### src/rtl/sync_fifo_ctl.sv
// Single-clock FIFO on inferred RAM with optional first-word-fall-through output,
// programmable almost-full/almost-empty levels, fill count, flush and sticky error flags.
module sync_fifo_ctl #(
  parameter int WIDTH        = 8,
  parameter int DEPTH        = 8,
  parameter int FWFT         = 0,
  parameter int AFULL_LEVEL  = DEPTH - 1,
  parameter int AEMPTY_LEVEL = 1,
  parameter int CW           = $clog2(DEPTH + 1)
) (
  input  logic             clock,
  input  logic             reset,
  input  logic [WIDTH-1:0] din,
  input  logic             wr,
  input  logic             rd,
  input  logic             flush,
  input  logic             clear_errors,
  output logic [WIDTH-1:0] dout,
  output logic             full,
  output logic             empty,
  output logic             almost_full,
  output logic             almost_empty,
  output logic [CW-1:0]    count,
  output logic             overflow,
  output logic             underflow
);

  localparam int PW = (DEPTH > 2) ? $clog2(DEPTH) : 1;
  localparam logic [PW-1:0] PTR_LAST = PW'(DEPTH - 1);
  localparam logic [CW-1:0] CNT_MAX  = CW'(DEPTH);
  localparam logic [CW-1:0] AF_LVL   = CW'(AFULL_LEVEL);
  localparam logic [CW-1:0] AE_LVL   = CW'(AEMPTY_LEVEL);
  localparam logic [CW-1:0] CNT_ONE  = CW'(1);

  if (DEPTH < 2) begin : g_bad_depth
    $fatal(1, "sync_fifo_ctl: DEPTH must be >= 2");
  end
  if (AFULL_LEVEL > DEPTH) begin : g_bad_afull
    $fatal(1, "sync_fifo_ctl: AFULL_LEVEL must be <= DEPTH");
  end
  if (AEMPTY_LEVEL >= DEPTH) begin : g_bad_aempty
    $fatal(1, "sync_fifo_ctl: AEMPTY_LEVEL must be < DEPTH");
  end

  logic [WIDTH-1:0] mem [DEPTH];
  logic [PW-1:0]    wr_ptr, rd_ptr, wr_ptr_inc, rd_ptr_inc;
  logic             wr_ok, rd_ok, ov_set, un_set;
  logic [CW-1:0]    cnt_nxt;

  // Flush masks both requests, so they neither move state nor raise errors.
  assign rd_ok  = rd & ~empty & ~flush;
  assign wr_ok  = wr & (~full | rd_ok) & ~flush;
  assign ov_set = wr & ~wr_ok & ~flush;
  assign un_set = rd & ~rd_ok & ~flush;

  // Explicit wrap keeps pointers correct for non-power-of-two depths.
  assign wr_ptr_inc = (wr_ptr == PTR_LAST) ? '0 : wr_ptr + PW'(1);
  assign rd_ptr_inc = (rd_ptr == PTR_LAST) ? '0 : rd_ptr + PW'(1);

  always_comb begin
    cnt_nxt = count;
    if (flush)               cnt_nxt = '0;
    else if (wr_ok && !rd_ok) cnt_nxt = count + CNT_ONE;
    else if (rd_ok && !wr_ok) cnt_nxt = count - CNT_ONE;
  end

  always_ff @(posedge clock) begin
    if (wr_ok && !reset) mem[wr_ptr] <= din;
  end

  always_ff @(posedge clock) begin
    if (reset) begin
      wr_ptr       <= '0;
      rd_ptr       <= '0;
      count        <= '0;
      dout         <= '0;
      full         <= 1'b0;
      empty        <= 1'b1;
      almost_full  <= (AFULL_LEVEL == 0);
      almost_empty <= 1'b1;
      overflow     <= 1'b0;
      underflow    <= 1'b0;
    end else begin
      if (flush) begin
        wr_ptr <= '0;
        rd_ptr <= '0;
      end else begin
        if (wr_ok) wr_ptr <= wr_ptr_inc;
        if (rd_ok) rd_ptr <= rd_ptr_inc;
      end
      count        <= cnt_nxt;
      full         <= (cnt_nxt == CNT_MAX);
      empty        <= (cnt_nxt == '0);
      almost_full  <= (cnt_nxt >= AF_LVL);
      almost_empty <= (cnt_nxt <= AE_LVL);
      overflow     <= (overflow & ~clear_errors) | ov_set;
      underflow    <= (underflow & ~clear_errors) | un_set;
      if (FWFT == 0) begin
        if (rd_ok) dout <= mem[rd_ptr];
      end else begin
        // dout mirrors mem[rd_ptr]; a word written this edge is bypassed when it becomes head.
        if (rd_ok && count > CNT_ONE)
          dout <= mem[rd_ptr_inc];
        else if (wr_ok && (empty || (rd_ok && count == CNT_ONE)))
          dout <= din;
      end
    end
  end

endmodule

### config.mk
export PLATFORM = sky130hd
export DESIGN_NAME = sync_fifo_ctl
export DESIGN_NICKNAME = d
export VERILOG_FILES = /design/src/rtl/sync_fifo_ctl.sv
export SDC_FILE = /design/constraint.sdc
export NUM_CORES = 1
export LEC_CHECK = 0
export CAP_MARGIN = 20
export CORE_MARGIN = 10
export CORE_UTILIZATION = 45
export CTS_BUF_LIST = sky130_fd_sc_hd__clkbuf_4
export CTS_CLUSTER_DIAMETER = 120
export DETAILED_ROUTE_END_ITERATION = 10
export SYNTH_ARGS = -nofsm -noshare
export SYNTH_HDL_FRONTEND = slang
export SYNTH_SLANG_ARGS = --single-unit
export TNS_END_PERCENT = 100
### constraint.sdc
create_clock -name clock -period 6.5 [get_ports clock]
set_input_delay 0.65 -clock clock [delete_from_list [all_inputs] [get_ports clock]]
set_output_delay 0.65 -clock clock [all_outputs]
set_load 0.05 [all_outputs]
==> summary.md <==
| Metric | Value |
|---|---|
| Status | finished, final reports clean |
| Setup tns final | 0 ns |
| Via density | 5.31 |
| Initial DRC Count | 87 |
| Filler instances | 646 |
| Worst Setup Start Kind | input pin |
| Mapped Nets | 243 |
| Top fanout value on the critical path | 11 |
| GRT Residual Overflow | 0 |
| Area added between synthesis and finish | 16.7% |
| Max Freq | 0.367 GHz |
| Post-CTS setup buffers | 0 |
| Tcrit/Tclk final | 41.9% |
| Worst Hold Path Cells | 2 |
| Clk slew on worst S/H paths | 0.13 ns |
| CTS Hold Buffers Added | 0 |
| Most common cell after layout, fill and taps aside | edfxtp_1 |
| WHS | 0.506 ns |
| CTS buffer count | 9 |
| Critical Path AT | 2.86 ns |
| Syn Area/Cell | 15.9 µm² |
| PwrDens | 249 nW/µm² |
| DRC errors left | 0 |
| Clock latency on the worst-skew pair | 0.41 ns |
| CP endpoint kind | flop |
| Slew @ Worst Pin | 0.860 ns |
| Req. time, crit path | 6.64 ns |
| Synth Instances | 223 |
| Row count | 32 |
| Synthesized flop and latch total | 88 |
| Initial core utilization | 46.2% |
| TritonCTS clock tree | built |
| Htree depth | 3 |
| R2R setup slack | 4.18 ns |
| CP Cell Sequence | clkdlybuf4s50_1, nor2b_1, and2_1, nand3b_1, nor3_1, buf_4 |
| Max-slew violations | 0 |
| Via count | 1942 |
| Max cap viols | 0 |
| Yosys warns | 0 |
| EDFF count, synth | 64 |
| Post-Route Utilization | 53.9% |
| DP Area | 3950 µm² |
| # setup viols final | 0 |
| Seq/Total Area, Yosys | 67.7% |
| Cell area after synthesis | 3550 µm² |
| Port Buffers | 31 |
| Horiz. Die Dim | 109 µm |
| Detailed Route WL | 6760 µm |
| Most frequent cells in the layout | edfxtp_1, clkdlybuf4s50_1, dfxtp_1, nor2_1, mux4_2 |
| Via count of the first global-routing pass | 1982 |
| RSZ-0062 raised after global routing | false |
| Sink Count | 88 |
| GPL Wtd Cong | 0.775 |
| Core ar. | 7690 µm² |
| # diodes | 0 |
| Crit-path slowest cell | clkdlybuf4s50_1 |
| Clock tree root buffer cell | clkbuf_4 |
| Max VDD drop | 131 µV |
| Async SR Flop Fraction | 0% |
| CP peak stage delay | 0.66 ns |
| Nets@finish | 279 |
| Crit path kind | in2reg |
| Final Instance Area | 4140 µm² |
| HPWL Detailed | 4710 µm |
| Final ANT Viol Nets | 0 |
| Die area | 11800 µm² |
| Primary FF master, synth | edfxtp_1 |
| Leakage | 1.32 nW |
| Final Skew | 0.0131 ns |
| R2R depth | 6 |
| Drt pass-1 iters | 4 |
| First-pass GRT wire length | 10700 µm |
| Largest net degree at the start of global routing | 20 |
| Post-synth cell types | 43 |
| Minimum clock period | 2.72 ns |
| Fin. Hold Viols | 0 |
| Clk buf depth | 2 |
| GRT Overall Usage | 12.0% |
| CTS-repair resized insts | 0 |
| Initial antenna violation count | 0 |
| Die Span Y | 109 µm |
| Total Power | 1.03 mW |
| Layout cells sized above 1 | 16.7% |
| HP Class | reg2reg |
| Slew headroom | 42.6% |
| DR WL/cell | 18.5 µm |
| I/O Pins | 32 |
## Yosys cell counts, types with 3 or more instances
master	number	area, µm²
mux4_2	16	360
a211oi_1	8	60.1
ha_1	6	75.1
buf_2	6	30.0
inv_1	5	18.8
a21oi_1	9	45.0
dfxtp_1	24	480
nor3b_1	3	22.5
mux2i_1	8	80.1
nand2_1	13	48.8
edfxtp_1	64	1920
nand3b_1	3	22.5
nor3_1	7	35.0
nor2_1	18	67.6
## power breakdown
group	internal (mW)	switching, mW
clock	0.198	0.176
combinational	0.0201	0.0305
sequential	0.605	0.00295
## logic make-up after synthesis
kind of cell / share of synthesized area, %
and+or+nand+nor: 9.48
adders and majority gates: 2.11
AOI/OAI and AO/OA: 5.00
buffers and inverters: 2.43
xor gates and xnor gates: 0.493
muxes: 12.8
DFF: 67.7
## state kept, by name (all words and copies together), names as in the netlist
| signal | count |
|---|---|
| underflow | 1 |
| empty | 1 |
| overflow | 1 |
| wr_ptr | 3 |
| count | 4 |
| almost_full | 1 |
| mem | 64 |
| dout | 8 |
| full | 1 |
| almost_empty | 1 |
| rd_ptr | 3 |
## critical path, delay by kind of cell
family,cells,cell delay (ns)
AND/OR/NAND/NOR,4,1.29
buffers and inverters,2,0.92
## per-layer routing
| metal | up-vias | GRT usage [%] | part of all wire, % |
|---|---|---|---|
| li1 | 936 | - | - |
| met1 | 951 | 15.2 | 44 |
| met2 | 47 | 19.5 | 49 |
| met3 | 8 | 3.30 | 5.6 |
| met4 | 0 | 4.24 | 1.3 |
| met5 | - | 0 | 0 |
## area by class of cell
cell class | count | area [µm²] | area share [%]
clock buffers | 10 | 75.1 | 1.81
repair buffers | 36 | 345 | 8.33
clock inverters | 6 | 108 | 2.60
multi-input cells | 119 | 1070 | 25.8
well taps | 102 | 128 | 3.08
inverters | 5 | 18.8 | 0.453
flip-flops and latches | 88 | 2400 | 58.0
## per-stage QoR
step	cells	worst slack, ns
6_report	366	3.78
5_1_grt	366	3.57
4_1_cts	365	3.44
3_5_place_dp	349	2.99
3_3_place_gp	347	3.15
2_1_floorplan	223	4.13
## path summary, 6_finish.rpt
check,from,to
worst max register to register,empty$_SDFF_PP1_,mem[1][5]$_DFFE_PP_
worst min-delay path,dout[4]$_SDFFE_PP0P_,dout[4]$_SDFFE_PP0P_
worst min register to register,dout[4]$_SDFFE_PP0P_,dout[4]$_SDFFE_PP0P_
worst max-delay path,flush,mem[1][5]$_DFFE_PP_
(Power assumes the default switching activity.)
